===== src/rtl/arb_pkg.sv =====
// arb_pkg: shared types, default widths and the round-robin pick for ram_port_arbiter.
`timescale 1ns/1ps
package arb_pkg;

    localparam int ARB_ADDR_W = 12;
    localparam int ARB_DATA_W = 32;

    typedef enum logic [1:0] {IDLE, ACCESS, DONE} arb_state_t;

    typedef enum logic {OWN_CPU = 1'b0, OWN_FPGA = 1'b1} owner_t;

    // A lone requester wins. On a tie the requester not granted last wins,
    // except that a locked host keeps ownership it already holds.
    function automatic owner_t rr_pick(input logic cpu_req, input logic fpga_req,
                                       input logic fpga_lock, input owner_t last_grant);
        owner_t win;
        if (!fpga_req)
            win = OWN_CPU;
        else if (!cpu_req)
            win = OWN_FPGA;
        else if (last_grant == OWN_CPU || fpga_lock)
            win = OWN_FPGA;
        else
            win = OWN_CPU;
        return win;
    endfunction

endpackage


===== src/rtl/ram_port_arbiter.sv =====
// ram_port_arbiter: shares the single ram data port between the CPU and the FPGA host.
// Ports:
//   clk, nrst                               clock, async active-low reset
//   cpu_req/we/addr/wdata -> cpu_ack/rdata  CPU load/store request and completion
//   fpga_req/we/addr/wdata, fpga_lock       host request, lock keeps host ownership
//   fpga_ack/rdata                          host completion
//   ram_addr/we/wdata, ram_rdata            ram data port (1-cycle registered read)
//   cpu_enable                              0 stalls the pc while the host owns memory
//   owner                                   current/last grant, 0 = CPU, 1 = FPGA
`timescale 1ns/1ps
module ram_port_arbiter
    import arb_pkg::*;
#(
    parameter int ADDR_W = ARB_ADDR_W,
    parameter int DATA_W = ARB_DATA_W
) (
    input  logic              clk,
    input  logic              nrst,
    input  logic              cpu_req,
    input  logic              cpu_we,
    input  logic [ADDR_W-1:0] cpu_addr,
    input  logic [DATA_W-1:0] cpu_wdata,
    output logic              cpu_ack,
    output logic [DATA_W-1:0] cpu_rdata,
    input  logic              fpga_req,
    input  logic              fpga_we,
    input  logic [ADDR_W-1:0] fpga_addr,
    input  logic [DATA_W-1:0] fpga_wdata,
    input  logic              fpga_lock,
    output logic              fpga_ack,
    output logic [DATA_W-1:0] fpga_rdata,
    output logic [ADDR_W-1:0] ram_addr,
    output logic              ram_we,
    output logic [DATA_W-1:0] ram_wdata,
    input  logic [DATA_W-1:0] ram_rdata,
    output logic              cpu_enable,
    output logic              owner
);

    arb_state_t        state_q, state_d;
    owner_t            owner_q, last_grant, win;
    logic              grant;
    logic              lat_we;
    logic [ADDR_W-1:0] lat_addr;
    logic [DATA_W-1:0] lat_wdata;
    logic [DATA_W-1:0] cpu_rdata_q, fpga_rdata_q;

    always_ff @(posedge clk or negedge nrst) begin
        if (!nrst)
            state_q <= IDLE;
        else
            state_q <= state_d;
    end

    always_comb begin
        state_d = state_q;
        grant   = 1'b0;
        win     = rr_pick(cpu_req, fpga_req, fpga_lock, last_grant);
        case (state_q)
            IDLE: begin
                grant   = cpu_req || fpga_req;
                state_d = grant ? ACCESS : IDLE;
            end
            ACCESS:  state_d = DONE;
            DONE:    state_d = IDLE;
            default: state_d = IDLE;
        endcase
    end

    // Reset leaves last_grant at FPGA so the CPU wins the first tie.
    always_ff @(posedge clk or negedge nrst) begin
        if (!nrst) begin
            owner_q      <= OWN_CPU;
            last_grant   <= OWN_FPGA;
            lat_we       <= 1'b0;
            lat_addr     <= '0;
            lat_wdata    <= '0;
            cpu_rdata_q  <= '0;
            fpga_rdata_q <= '0;
        end else begin
            if (grant) begin
                owner_q    <= win;
                last_grant <= win;
                lat_we     <= (win == OWN_FPGA) ? fpga_we : cpu_we;
                lat_addr   <= (win == OWN_FPGA) ? fpga_addr : cpu_addr;
                lat_wdata  <= (win == OWN_FPGA) ? fpga_wdata : cpu_wdata;
            end
            if (cpu_ack)
                cpu_rdata_q <= ram_rdata;
            if (fpga_ack)
                fpga_rdata_q <= ram_rdata;
        end
    end

    assign cpu_ack  = (state_q == DONE) && (owner_q == OWN_CPU);
    assign fpga_ack = (state_q == DONE) && (owner_q == OWN_FPGA);

    // The ram answers during DONE, so the live read data is forwarded with the
    // ack and the captured copy is held afterwards.
    assign cpu_rdata  = cpu_ack ? ram_rdata : cpu_rdata_q;
    assign fpga_rdata = fpga_ack ? ram_rdata : fpga_rdata_q;

    assign ram_we    = (state_q == ACCESS) && lat_we;
    assign ram_addr  = lat_addr;
    assign ram_wdata = lat_wdata;

    assign cpu_enable = !(fpga_lock || (owner_q == OWN_FPGA && state_q != IDLE));
    assign owner      = owner_q;

endmodule


===== config.mk =====
export PLATFORM = sky130hd
export DESIGN_NAME = ram_port_arbiter
export DESIGN_NICKNAME = d
export VERILOG_FILES = /design/src/rtl/arb_pkg.sv /design/src/rtl/ram_port_arbiter.sv
export SDC_FILE = /design/constraint.sdc
export NUM_CORES = 1
export LEC_CHECK = 0
export ABC_AREA = 1
export BUFFER_PORTS_ARGS = -buffer_cell sky130_fd_sc_hd__buf_2
export CAP_MARGIN = 20
export CORE_MARGIN = 5
export CORE_UTILIZATION = 50
export CTS_CLUSTER_SIZE = 10
export DETAILED_ROUTE_END_ITERATION = 6
export PLACE_DENSITY = 0.83
export RECOVER_POWER = 50
export SETUP_SLACK_MARGIN = 0.4
export SLEW_MARGIN = 40
export SYNTH_ARGS = -nofsm -noshare
export SYNTH_HDL_FRONTEND = slang
export SYNTH_SLANG_ARGS = --single-unit

===== constraint.sdc =====
create_clock -name clk -period 2.95 [get_ports clk]
set_clock_uncertainty 0.05 [all_clocks]
set_input_delay 0.59 -clock clk [delete_from_list [all_inputs] [get_ports clk]]
set_output_delay 0.59 -clock clk [all_outputs]
set_load 0.01 [all_outputs]

# == After elaboration in Yosys (flattened, before gate mapping) ==
# Index checks and enable logic that the tools add are counted.
# totals
reg_bits,113
in_bits,127
# op_classes
n_eq_ne,2
mux,11
bitwise,2
reduce_logical,10
# op_table
cell,count
two-way mux 32 bit,3
two-way mux 12 bit,1
two-way mux 1 bit,6
logical AND 1 bit,4
case mux 2 bit (2 select lines),1
logical OR 1 bit,3
"equality test 2 x 1 -> 1 bit, second input constant",1
"equality test 2 bit, second input constant",1
logical NOT 2 bit,1
inverter 1 bit,2
nonzero test 2 bit,1
logical NOT 1 bit,1

# == Depth between registers and ports, before layout ==
# Gate-level depths: netlist of run 1.
# depth
ltp_word,6
mapped_depth,7
mapped_depth_nobuf,6

# == Least setup slack after synthesis of run 1 ==
# Ideal clock, no wire load.
# synth_timing
kind,register -> output
from,register owner_q (netlist: owner)
to,output cpu_rdata[10]
t_arrival_ns,1.222
required_ns,2.310
slack_ns,1.088
path_stages_with_launch,6
n_path_buf,2
path_cell_list,dfrtp_1 inv_1 nand3_1 buf_4 clkbuf_1 o21ai_0
# synth_between
elab_chain_cells,3
# synth_rtl
item,line,text
from (decl),ram_port_arbiter.sv:41,"owner_t owner_q, last_grant, win;"
from (signal assigned),ram_port_arbiter.sv:82,owner_q <= win;
inverter 1 bit,ram_port_arbiter.sv:95,assign cpu_ack = (state_q == DONE) && (owner_q == OWN_CPU);
logical AND 1 bit,ram_port_arbiter.sv:95,
two-way mux 32 bit,ram_port_arbiter.sv:100,assign cpu_rdata = cpu_ack ? ram_rdata : cpu_rdata_q;
to (decl),ram_port_arbiter.sv:24,"output logic [DATA_W-1:0] cpu_rdata,"
# Every way passes these cells.

# == Worst setup path after layout of run 1 ==
# layout_timing
from,register state_q[0]
to,output cpu_rdata[7]
# layout_between
elab_chain_cells,3
# layout_rtl
item,line,text
from (decl),ram_port_arbiter.sv:40,"arb_state_t state_q, state_d;"
from (signal assigned),ram_port_arbiter.sv:52,state_q <= state_d;
equality test 2 bit,ram_port_arbiter.sv:95,
logical AND 1 bit,ram_port_arbiter.sv:95,
two-way mux 32 bit,ram_port_arbiter.sv:100,
# Every way passes these cells.

==> results of run 1 <==
==> cell type report <==
type | count | share of cell area [%]
Clock buffer | 19 | 6.305
Clock inverter | 11 | 1.982
Inverter | 129 | 6.912
Multi-Input combinational cell | 368 | 23.16
Sequential cell | 113 | 40.42
Tap cell | 136 | 2.429
Timing Repair Buffer | 251 | 18.79
==> worst paths after layout <==
kind,end
setup / recovery,cpu_rdata[7]
hold reg to reg,ram_wdata[20]$_DFFE_PN0P_
hold / removal,ram_addr[4]$_DFFE_PN0P_
min in group asynchronous,cpu_rdata_q[19]$_DFF_PN0_
setup reg to reg,ram_wdata[7]$_DFFE_PN0P_
max in group asynchronous,fpga_rdata_q[6]$_DFF_PN0_
==> worst register-to-register path, stage by stage, from the launching register on <==
cell and delay [ns]:
sky130_fd_sc_hd__dfrtp_1 0.38, sky130_fd_sc_hd__inv_1 0.19, sky130_fd_sc_hd__nand2_1 0.15, sky130_fd_sc_hd__nor2_4 0.40, sky130_fd_sc_hd__inv_2 0.44, sky130_fd_sc_hd__nand2_1 0.20, sky130_fd_sc_hd__nand2_1 0.07
==> power by group through the flow <==
stage               Combinational, uW  Clock, uW  Sequential [uW]
floorplan                        1660          0             2750
global placement                 2950          0             2630
detailed placement               3050          0             2640
CTS                              3120       2010             2650
global route                     3420       2100             2740
finish                           3070       1970             2650
==> metal layers <==
| layer | GRT usage [%] | vias up | part of all wire (%) | wire (um) |
|---|---|---|---|---|
| li1 | - | 2433 | - | - |
| met1 | 29.41 | 2235 | 41 | 5697 |
| met2 | 36.95 | 212 | 49 | 6685 |
| met3 | 6.769 | 12 | 9.0 | 1233 |
| met4 | 5.758 | 0 | 0.85 | 117 |
| met5 | 0 | - | 0 | 0 |
==> sequential cells by signal, indices dropped and copies added, names as in the netlist <==
name	cells
fpga_rdata_q	32
owner	1
cpu_rdata_q	32
last_grant	1
lat_we	1
ram_wdata	32
ram_addr	12
state_q	2
==> per-stage QoR <==
stage	area, um2	utilization (%)	total power, uW
detailed placement	6372	62.57	5693
CTS	7014	68.87	7782
floorplan	5130	-	4408
finish	7005	68.78	7684
global route	7005	68.78	8252
global placement	6372	62.57	5584
==> Yosys cell counts, drive strengths merged <==
library cell / number
clkbuf: 6
dfstp: 1
nor2: 3
o21ai: 65
and3: 1
a21oi: 1
inv: 129
nand2: 203
nand3: 94
dfrtp: 112
buf: 31
==> repair_timing <==
action	4_1_cts	5_1_grt
buffers inserted	4	0
gates cloned	1	0
setup endpoints to repair	58	41
hold endpoints to repair	0	0
resized for setup	9	22
==> cell families (layout without fill, tap and decap cells) <==
logic type | count (synthesis) | after routing | share of synthesized area, %
AND/OR/NAND/NOR | 301 | 302 | 24.56
AO/OA/AOI/OAI | 66 | 66 | 6.439
buffers and inverters | 166 | 410 | 13.85
flip-flops | 113 | 113 | 55.15
==> implementation parameters, run 1 <==
Parameter                              Value

Synth
  Mean Syn Cell Area ... 7.941 um2
  Count of synthesis-stage warnings from yosys ... 0
  Cell area after synthesis ... 0.005130 mm2
  Area fraction of the dominant cell type after synthesis ... 54.63%
  Leading cell types by total area after synthesis ... sky130_fd_sc_hd__dfrtp_1 (55%), sky130_fd_sc_hd__nand2_1 (15%), sky130_fd_sc_hd__inv_1 (9.3%)
  Post-Synthesis Net Count ... 773
  Flip-flop and latch count after synthesis ... 113
  Count of distinct cell types in the synthesized netlist ... 16
  Cell accounting for the most synthesized area ... sky130_fd_sc_hd__dfrtp_1
  Number of cells produced by synthesis ... 646
  Sequential share of the synthesized area ... 55.15%

Clock network
  Clock-pin slew on the worst setup and hold paths ... 0.06 ns
  Clock buffers created by TritonCTS ... 17
  Clock Latency Late Sink ... 0.49 ns
  Clock sink count ... 113
  Max Buffers Root-to-Sink ... 2
  Cts-stage hold buffer count ... 0
  Depth of the CTS H-tree ... 4
  Clock Root Buffer ... sky130_fd_sc_hd__clkbuf_8
  CTS tree ... built

Global routing
  First-pass GRT wire length ... 22850 um
  Gr ovfl total ... 0
  Antenna violations before repair ... 0
  Pin count of the biggest net entering global routing ... 66
  Number of global-route vias before repair ... 4624
  Total routing resource utilization after global routing ... 22.55%

Outcome
  Violations in the final reports ... max-capacitance violations, max-slew violations
  Run status ... finished with violations

Floorplanning
  Die outline width ... 111.3 um
  Starting utilization of the core area ... 50.37%
  Placeable core region ... 0.01018 mm2
  Area enclosed by the die boundary ... 0.01239 mm2
  # rows ... 37
  Top-Level Pins ... 240
  Die Y-Extent ... 111.3 um

STA
  Worst hold slack after final layout ... 0.3411 ns
  Final setup fails ... 0
  Share of the cycle needed by the critical path after routing ... 89.55%
  Worst-Margin Slew ... 2.098 ns
  Hold violation count in the final report ... 0
  Setup slack of the critical path after layout ... 0.3084 ns
  Minimum clock period ... 2.642 ns
  Setup TNS ... 0 ns
  Max Slew Vio Count ... 38
  Rel. slew slack ... -39.87%
  Unrepaired setup endpoints after global routing ... true
  Maximum clock frequency ... 378.6 MHz

Drt
  Vias per cell ... 4.763
  Length of the first detailed-routing pass in iterations ... 5
  Post-detailed-route count of antenna-violating nets ... 0
  Aggregate routed wire length ... 13730 um
  Avg WL per Cell ... 13.37 um
  DRC violations left ... 0
  Initial drt markers ... 453
  Count of vias placed by the detailed router ... 4892

Placement
  Placed wire-length estimate after detailed placement ... 9990 um
  DP Cell Count ... 992
  GP Congestion ... 0.8381
  Pre-CTS setup slack ... 0.5890 ns
  IO Port Bufs ... 239

Pwr
  Worst supply voltage drop on vdd ... 0.4321 mV
  Sw power ... 2899 uW
  Total leakage power ... 0.004283 uW
  Power density normalized to cell area ... 1097 mW/mm2
  Internal portion of total power ... 4785 uW
  Sequential Power Share ... 34.4%
  Portion of total power attributed to the clock network ... 25.6%
  Gate power share ... 39.9%
  Net switching fraction of the power ... 37.72%

Layout
  Non-filler instance count after layout ... 1027
  Share of post-route cells with drive strength above 1 ... 32.32%
  Antenna Diode Count ... 0
  Area of the multi-input gates ... 0.001623 mm2
  Syn-to-layout area delta ... 36.56%
  Most frequent standard cell in the layout excluding fill and tap cells ... sky130_fd_sc_hd__buf_2
  Filler Cells Inserted ... 830
  Area used by sequential logic in the layout ... 0.002831 mm2
  Highest-count cells in the layout ignoring fill and taps ... sky130_fd_sc_hd__buf_2 (238), sky130_fd_sc_hd__nand2_1 (202), sky130_fd_sc_hd__inv_1 (128), sky130_fd_sc_hd__dfrtp_1 (110), sky130_fd_sc_hd__nand3_1 (92)
  Net count of the finished layout ... 1007

Worst setup path
  WS Path Type ... register to output pin
  Element type at the critical path start ... register
  Worst reg2reg path startpoint ... state_q[0]$_DFF_PN0_
  Number of cells on the critical path ... 5
  CP arrival ... 2.00 ns
  Cells traversed along the worst timing path ... inv_1 -> nand3_1 -> buf_12 -> o21ai_0 -> buf_2
  Length in cells of the worst reg-to-reg path ... 6
  Buf/Inv on CP ... 3
  Crit path largest cell delay ... 0.38 ns
  Required time worst endpoint ... 2.31 ns
  Critical Path End Type ... output pin
  CP startpoint ... state_q[0]$_DFF_PN0_
  Critical-path maximum fanout ... 65
  Critical path's top delay family ... buffers and inverters
  Slowest library cell on the worst path ... sky130_fd_sc_hd__dfrtp_1
  R2r setup slk ... 0.96 ns

Run
  Max_cap viols ... 1

Min path
  Hold path startpoint ... cpu_addr[4]
  Count of cells along the worst hold path ... 5
  Path type of the worst min-delay path ... primary input to register
(Power assumes the default switching activity.)
==> inputs of run 2 (changes only) <==
--- a/config.mk
+++ b/config.mk
@@ -13,7 +13,6 @@
 export CTS_CLUSTER_SIZE = 10
 export DETAILED_ROUTE_END_ITERATION = 6
 export PLACE_DENSITY = 0.83
-export RECOVER_POWER = 50
 export SETUP_SLACK_MARGIN = 0.4
 export SLEW_MARGIN = 40
 export SYNTH_ARGS = -nofsm -noshare
==> run 2 against run 1 <==
Effect of this change: the run now ends clean; count of clock-buffer cells in the layout unchanged; critical path depth unchanged; maximum frequency increased by 6.5%; worst hold slack got worse by 0.32 ns; sequential power barely moved; wire length increased by 0.58%; via count is essentially flat; final area up 0.21%; power grew 0.46%; non-clock buffer count unchanged; utilization is 0.15 points higher; critical path type unchanged; largest cell class unchanged.
==> implementation parameters, run 2 (synthesis results as in run 1) <==
Parameter                              Value

Outcome
  Run status ... finished, final reports clean

Worst setup path
  Cells traversed along the worst timing path ... inv_1 -> nand3_2 -> buf_12 -> o21ai_0 -> buf_2
  Critical Path End Type ... output pin
  Required time worst endpoint ... 2.31 ns (about the same)
  Length in cells of the worst reg-to-reg path ... 6 (unchanged)
  WS Path Type ... register to output pin
  Crit path largest cell delay ... 0.45 ns (+0.07 ns)
  Critical path's top delay family ... buffers and inverters
  Critical-path maximum fanout ... 65 (unchanged)
  Reg-to-Reg End ... ram_wdata[7]$_DFFE_PN0P_
  Worst reg2reg path startpoint ... state_q[0]$_DFF_PN0_
  Element type at the critical path start ... register
  R2r setup slk ... 1.03 ns (+0.07 ns)
  CP arrival ... 1.84 ns (-0.16 ns)
  Slowest library cell on the worst path ... sky130_fd_sc_hd__dfrtp_2
  Buf/Inv on CP ... 3 (unchanged)

Clock network
  Depth of the CTS H-tree ... 4 (unchanged)
  Clock Latency Late Sink ... 0.49 ns (about the same)
  Clock Root Buffer ... sky130_fd_sc_hd__clkbuf_8
  CTS tree ... built
  Clock-pin slew on the worst setup and hold paths ... 0.05 ns (about the same)
  Max Buffers Root-to-Sink ... 2 (unchanged)
  Cts-stage hold buffer count ... 0 (unchanged)
  Clock sink count ... 113 (unchanged)
  Clock buffers created by TritonCTS ... 17 (unchanged)

Global routing
  First-pass GRT wire length ... 22850 um (unchanged)
  Gr ovfl total ... 0 (unchanged)
  Antenna violations before repair ... 0 (unchanged)
  Number of global-route vias before repair ... 4624 (unchanged)
  Pin count of the biggest net entering global routing ... 66 (unchanged)
  Total routing resource utilization after global routing ... 22.55% (unchanged)

Drt
  Post-detailed-route count of antenna-violating nets ... 0 (unchanged)
  Aggregate routed wire length ... 13810 um (+0.58%)
  Count of vias placed by the detailed router ... 4890 (-0.041%)
  Avg WL per Cell ... 13.45 um (+0.58%)
  Length of the first detailed-routing pass in iterations ... 5 (unchanged)
  Initial drt markers ... 407 (-10%)
  Vias per cell ... 4.761 (about the same)
  DRC violations left ... 0 (unchanged)

Placement
  Placed wire-length estimate after detailed placement ... 9990 um (unchanged)
  IO Port Bufs ... 239 (unchanged)
  GP Congestion ... 0.8381 (unchanged)
  DP Cell Count ... 992 (unchanged)

Floorplanning
  Die outline width ... 111.3 um (unchanged)
  Placeable core region ... 0.01018 mm2 (unchanged)
  # rows ... 37 (unchanged)
  Starting utilization of the core area ... 50.37% (unchanged)
  Area enclosed by the die boundary ... 0.01239 mm2 (unchanged)
  Die Y-Extent ... 111.3 um (unchanged)
  Top-Level Pins ... 240 (unchanged)

Min path
  Path type of the worst min-delay path ... primary input to asynchronous set/reset pin

Layout
  Most frequent standard cell in the layout excluding fill and tap cells ... sky130_fd_sc_hd__buf_2
  Antenna Diode Count ... 0 (unchanged)
  Syn-to-layout area delta ... 36.85%
  Filler Cells Inserted ... 828 (-0.24%)
  Share of post-route cells with drive strength above 1 ... 32.77% (+0.45 points)
  Net count of the finished layout ... 1007 (unchanged)
  Highest-count cells in the layout ignoring fill and taps ... sky130_fd_sc_hd__buf_2 (238), sky130_fd_sc_hd__nand2_1 (202), sky130_fd_sc_hd__inv_1 (127), sky130_fd_sc_hd__dfrtp_1 (110), sky130_fd_sc_hd__nand3_1 (91)
  Non-filler instance count after layout ... 1027 (unchanged)

STA
  Final setup fails ... 0 (unchanged)
  Worst-Margin Slew ... 0.7644 ns (-1.334 ns)
  Hold violation count in the final report ... 0 (unchanged)
  Maximum clock frequency ... 403.1 MHz (+6.5%)
  Max Slew Vio Count ... 0 (-100%)
  Unrepaired setup endpoints after global routing ... true
  Setup TNS ... 0 ns (unchanged)
  Share of the cycle needed by the critical path after routing ... 84.09% (-5.5 points)
  Worst hold slack after final layout ... 0.02083 ns (-0.3203 ns)
  Rel. slew slack ... 48.96% (+89 points)
  Minimum clock period ... 2.481 ns (-0.1609 ns)

Pwr
  Total leakage power ... 0.004291 uW (+0.17%)
  Power density normalized to cell area ... 1100 mW/mm2 (+0.25%)
  Worst supply voltage drop on vdd ... 0.4324 mV (about the same)

Run
  Max_cap viols ... 0 (-1)
==> run 2: cell types whose count changed in the layout (fill, tap and decap cells not counted), moves of 2 or more <==
cell	change
sky130_fd_sc_hd__buf_4	+3
sky130_fd_sc_hd__o21ai_0	-22
sky130_fd_sc_hd__clkbuf_1	-2
sky130_fd_sc_hd__o21ai_1	+22
==> run 2: worst max-delay path by stage <==
| stage | slack (ns) | startpoint | cells after the start | to |
|---|---|---|---|---|
| final | 0.47 | owner$_DFFE_PN0P_ | 5 | cpu_rdata[14] |
| after global routing | 0.36 | state_q[0]$_DFF_PN0_ | 5 | fpga_rdata[14] |
| after floorplan | 1.09 | owner$_DFFE_PN0P_ | 5 | cpu_rdata[10] |
| after global placement | 0.68 | state_q[0]$_DFF_PN0_ | 5 | fpga_rdata[5] |
| after CTS | 0.39 | owner$_DFFE_PN0P_ | 5 | cpu_rdata[9] |
| after detailed placement | 0.59 | state_q[0]$_DFF_PN0_ | 5 | fpga_rdata[13] |
==> run 2: final cells by class <==
class                   instances  area, um2  share of cell area (%)
well taps                     136      170.2                   2.424
clock buffers                  19      441.7                   6.291
inverters                     129      484.2                   6.897
clock inverters                11      138.9                   1.978
flip-flops and latches        113       2831                   40.33
repair buffers                251       1326                   18.89
multi-input cells             368       1628                   23.19
==> run 2: timing repair <==
action	4_1_cts	5_1_grt
cloned	1	0
setup buffers	4	0
endpoints found under the setup margin	58	41
hold endpoints to repair	0	0
gates resized for setup	9	22
==> run 2: where the power goes <==
| part | switching [uW] | internal [uW] | leakage, uW |
|---|---|---|---|
| logic | 1940 | 1160 | 0.00263 |
| clock network | 660 | 1310 | 0.000285 |
| registers | 318 | 2330 | 0.00138 |
==> run 2: metal layers <==
layer  global-route usage (%)  share of wire, %  up-vias  wire (um)
met1                    29.41                41     2222       5623
li1                         -                 -     2434          -
met3                    6.769               9.4       14       1301
met2                    36.95                49      220       6756
met4                    5.758              0.95        0        131
met5                        0                 0        -          0
==> run 2: worst reg2reg max path, stage by stage, from the launching register on <==
cell	delay, ns
sky130_fd_sc_hd__dfrtp_1	0.39
sky130_fd_sc_hd__inv_2	0.14
sky130_fd_sc_hd__nand2_1	0.13
sky130_fd_sc_hd__nor2_4	0.39
sky130_fd_sc_hd__inv_2	0.44
sky130_fd_sc_hd__nand2_1	0.20
sky130_fd_sc_hd__nand2_1	0.07
==> run 2: metrics by stage <==
stage | setup slack, ns | instance area, um2 | utilization (%) | power (uW)
after global routing | 0.3553 | 7020 | 68.93 | 8283
after detailed placement | 0.5890 | 6372 | 62.57 | 5693
after floorplan | 1.088 | 5130 | - | 4408
after CTS | 0.3931 | 7014 | 68.87 | 7782
final | 0.4692 | 7020 | 68.93 | 7720
after global placement | 0.6805 | 6372 | 62.57 | 5584
==> inputs of run 3 (changes only) <==
--- a/config.mk
+++ b/config.mk
@@ -5,14 +5,14 @@
 export SDC_FILE = /design/constraint.sdc
 export NUM_CORES = 1
 export LEC_CHECK = 0
-export ABC_AREA = 1
+export ABC_AREA = 0
 export BUFFER_PORTS_ARGS = -buffer_cell sky130_fd_sc_hd__buf_2
 export CAP_MARGIN = 20
 export CORE_MARGIN = 5
-export CORE_UTILIZATION = 50
+export CORE_UTILIZATION = 46
 export CTS_CLUSTER_SIZE = 10
 export DETAILED_ROUTE_END_ITERATION = 6
-export PLACE_DENSITY = 0.83
+export PLACE_DENSITY = 0.78
 export SETUP_SLACK_MARGIN = 0.4
 export SLEW_MARGIN = 40
 export SYNTH_ARGS = -nofsm -noshare
==> constraint.sdc (replaced) <==
create_clock -name clk -period 2.6 [get_ports clk]
set_clock_uncertainty 0.05 [all_clocks]
set_input_delay 0.52 -clock clk [delete_from_list [all_inputs] [get_ports clk]]
set_output_delay 0.52 -clock clk [all_outputs]
set_load 0.01 [all_outputs]
==> run 3 against run 2 <==
Effect of this change: sequential power rose by 15%; synthesized area is 3.6% lower; via count is 5.8% lower; highest routed layer unchanged; critical path depth stayed put; cell count is 20% lower; final area increased by 9.7%.
==> implementation parameters, run 3 <==
Parameter                              Value

Layout
  Syn-to-layout area delta ... 55.78%
  Net count of the finished layout ... 795 (-21%)
  Area used by sequential logic in the layout ... 0.002831 mm2 (unchanged)
  Highest-count cells in the layout ignoring fill and taps ... sky130_fd_sc_hd__buf_2 (190), sky130_fd_sc_hd__dfrtp_1 (110), sky130_fd_sc_hd__buf_6 (52), sky130_fd_sc_hd__nand4_1 (45), sky130_fd_sc_hd__o211ai_1 (45)
  Share of post-route cells with drive strength above 1 ... 56.68% (+24 points)
  Most frequent standard cell in the layout excluding fill and tap cells ... sky130_fd_sc_hd__buf_2
  Finished Cell Area ... 0.007701 mm2 (+9.7%)
  Non-filler instance count after layout ... 817 (-20%)
  Filler Cells Inserted ... 694 (-16%)
  Antenna Diode Count ... 0 (unchanged)
  Area of the multi-input gates ... 0.002103 mm2 (+29%)

Worst setup path
  CP arrival ... 2.00 ns (+0.16 ns)
  Required time worst endpoint ... 2.03 ns (-0.28 ns)
  Critical-path maximum fanout ... 16 (-75%)
  Cells traversed along the worst timing path ... nor3b_4 -> buf_6 -> buf_16 -> mux2_2 -> buf_2
  Element type at the critical path start ... register
  Reg-to-Reg End ... ram_wdata[23]$_DFFE_PN0P_
  Slowest library cell on the worst path ... sky130_fd_sc_hd__dfrtp_2
  WS Path Type ... register to output pin
  R2r setup slk ... 0.49 ns (-0.54 ns)
  Length in cells of the worst reg-to-reg path ... 7 (+1)
  Crit path largest cell delay ... 0.42 ns (-0.03 ns)
  Critical Path End Type ... output pin
  Worst reg2reg path startpoint ... state_q[0]$_DFF_PN0_

STA
  Unrepaired setup endpoints after global routing ... true
  Worst-Margin Slew ... 0.6215 ns (-0.1429 ns)
  Share of the cycle needed by the critical path after routing ... 98.76%
  Hold violation count in the final report ... 0 (unchanged)
  Final setup fails ... 0 (unchanged)
  Minimum clock period ... 2.568 ns
  Setup slack of the critical path after layout ... 0.03229 ns (-0.4370 ns)
  Maximum clock frequency ... 389.5 MHz
  Max Slew Vio Count ... 0 (unchanged)
  Rel. slew slack ... 58.47% (+9.5 points)
  Setup TNS ... 0 ns (unchanged)

Pwr
  Worst supply voltage drop on vdd ... 0.7824 mV (+81%)
  Total leakage power ... 0.003695 uW (-14%)
  Power density normalized to cell area ... 1416 mW/mm2 (+29%)

Placement
  Pre-CTS setup slack ... 0.5598 ns (-0.02923 ns)
  Placement-stage cell area ... 0.006266 mm2 (-1.7%)
  GP Congestion ... 0.8430 (+0.58%)
  DP Cell Count ... 758 (-24%)
  Placed wire-length estimate after detailed placement ... 10420 um (+4.3%)
  IO Port Bufs ... 239 (unchanged)

Synth
  Mux share of post-synthesis cell area ... 15.03% (+15 points)
  Fraction of synthesized cell area in xor and xnor cells ... 0% (unchanged)
  Post-synth EDFFs ... 0 (unchanged)
  Count of distinct cell types in the synthesized netlist ... 23 (+7)
  Cell accounting for the most synthesized area ... sky130_fd_sc_hd__dfrtp_1
  Cell area after synthesis ... 0.004943 mm2 (-3.6%)
  Leading register cell type out of synthesis ... sky130_fd_sc_hd__dfrtp_1
  Leading cell types by total area after synthesis ... sky130_fd_sc_hd__dfrtp_1 (57%), sky130_fd_sc_hd__mux2_2 (15%), sky130_fd_sc_hd__o211ai_1 (6.8%)
  Largest family of logic cells by synthesized area ... multiplexers
  Share of synthesized cell area in full adder, half adder and majority cells ... 0% (unchanged)
  Most used standard cell by instance count after synthesis ... sky130_fd_sc_hd__dfrtp_1
  Count of synthesis-stage warnings from yosys ... 0 (unchanged)
  Most frequent cells after synthesis ... sky130_fd_sc_hd__dfrtp_1 (112), sky130_fd_sc_hd__mux2_2 (64), sky130_fd_sc_hd__nand3_1 (45), sky130_fd_sc_hd__nand4_1 (45), sky130_fd_sc_hd__o211ai_1 (45)
  Mean Syn Cell Area ... 11.91 um2 (+50%)
  Synthesized-area fraction occupied by ao, oa, aoi and oai cells ... 11.49% (+5.1 points)
  Number of cells produced by synthesis ... 415 (-36%)
  Async S/R FF share, synth ... 100.0% (unchanged)
  Flip-flop and latch count after synthesis ... 113 (unchanged)
  Simple-gate portion of the synthesized area ... 12.15% (-12 points)
  Post-Synthesis Net Count ... 542 (-30%)
  Area fraction of the dominant cell type after synthesis ... 56.69% (+2.1 points)
  Sequential share of the synthesized area ... 57.23% (+2.1 points)

Min path
  Count of cells along the worst hold path ... 2
  Hold path startpoint ... ram_rdata[3]
  Path type of the worst min-delay path ... primary input to register
  Terminating pin of the worst hold path ... cpu_rdata_q[3]$_DFF_PN0_

Global routing
  Number of global-route vias before repair ... 4720 (+2.1%)
  GRT met1 Usage ... 28.99% (-0.42 points)
  Total routing resource utilization after global routing ... 24.60% (+2.1 points)
  First-pass GRT wire length ... 24750 um (+8.3%)
  Antenna violations before repair ... 0 (unchanged)
  Pin count of the biggest net entering global routing ... 65 (-1.5%)
  Met2 usage in global routing ... 41.19% (+4.2 points)
  Routing usage on met3 ... 8.276% (+1.5 points)
  Gr ovfl total ... 0 (unchanged)
  Routing layer with the top usage in global route ... met2

Clock network
  Clock sink count ... 113 (unchanged)
  Max Buffers Root-to-Sink ... 2 (unchanged)
  Clock buffers created by TritonCTS ... 17 (unchanged)
  CTS tree ... built
  Clock-pin slew on the worst setup and hold paths ... 0.06 ns (about the same)
  Depth of the CTS H-tree ... 4 (unchanged)
  Clock Latency Late Sink ... 0.51 ns (+0.02 ns)
  Clock Root Buffer ... sky130_fd_sc_hd__clkbuf_8

Drt
  Initial drt markers ... 411 (+0.98%)
  Count of vias placed by the detailed router ... 4604 (-5.8%)
  Post-detailed-route count of antenna-violating nets ... 0 (unchanged)
  Length of the first detailed-routing pass in iterations ... 4 (-1)
  Avg WL per Cell ... 21.09 um (+57%)
  DRC violations left ... 0 (unchanged)
  Vias per cell ... 5.635 (+18%)
  Aggregate routed wire length ... 17230 um (+25%)

Floorplanning
  Placeable core region ... 0.01042 mm2 (+2.3%)
  Area enclosed by the die boundary ... 0.01292 mm2 (+4.3%)
  Die Y-Extent ... 113.7 um (+2.1%)
  Starting utilization of the core area ... 47.46% (-2.9 points)
  Die outline width ... 113.7 um (+2.1%)
  # rows ... 37 (unchanged)
  Top-Level Pins ... 240 (unchanged)

Outcome
  Run status ... finished, final reports clean

Run
  Max_cap viols ... 0 (unchanged)
==> run 3: report_power, final <==
group          switching (uW)  leakage, uW  internal [uW]
clock network             835     0.000307           1650
logic                    2550      0.00204           2810
registers                 389      0.00134           2670
==> run 3: cell type report <==
| type | instances | area share [%] |
|---|---|---|
| clock buffer | 17 | 5.378 |
| clock inverter | 15 | 2.811 |
| inverter | 1 | 0.04874 |
| multi-input combinational | 259 | 27.31 |
| sequential | 113 | 36.77 |
| tap | 136 | 2.210 |
| timing repair buffer | 276 | 25.48 |
==> run 3: per-stage QoR <==
stage	hold slack [ns]	util [%]	power, uW
final	0.2219	73.93	10900
after global routing	0.2015	73.93	11490
after CTS	0.1871	68.25	9819
after detailed placement	0.4218	60.16	6967
after global placement	0.4114	60.16	6784
after floorplan	0.1744	-	5332
==> run 3: worst max path at each step <==
stage | from | to | slack, ns | depth (start not counted)
after floorplan | owner$_DFFE_PN0P_ | cpu_rdata[22] | 0.69 | 3
after global placement | state_q[0]$_DFF_PN0_ | cpu_enable | 0.61 | 3
after detailed placement | state_q[0]$_DFF_PN0_ | cpu_rdata[16] | 0.56 | 4
after CTS | owner$_DFFE_PN0P_ | fpga_rdata[4] | 0.02 | 5
after global routing | owner$_DFFE_PN0P_ | cpu_rdata[5] | -0.03 | 5
final | owner$_DFFE_PN0P_ | cpu_rdata[29] | 0.03 | 5
==> run 3: what timing repair did <==
| item | in CTS | in global routing |
|---|---|---|
| gates cloned | 3 | 4 |
| hold buffers | 1 | 0 |
| pin swaps | 2 | 3 |
| setup buffers | 7 | 12 |
| gates resized for setup | 24 | 94 |
| hold endpoints to repair | 26 | 0 |
| endpoints found under the setup margin | 66 | 68 |
==> run 3: cells by family after synthesis <==
logic type | Yosys count
flip-flops | 113
AND/OR/NAND/NOR | 101
multiplexers | 66
buffers and inverters | 44
AO/OA/AOI/OAI | 91
==> run 3: worst max-delay path, delay by kind of cell (launching register included) <==
family        cells  cell delay [ns]
buf+inv           3             0.50
flops             1             0.42
mux               1             0.36
simple gates      1             0.20
==> run 3: metal layers <==
metal / vias up / share of wire [%]
li1: 2070 / -
met1: 2249 / 37
met2: 247 / 52
met3: 38 / 8.6
met4: 0 / 2.5
met5: - / 0
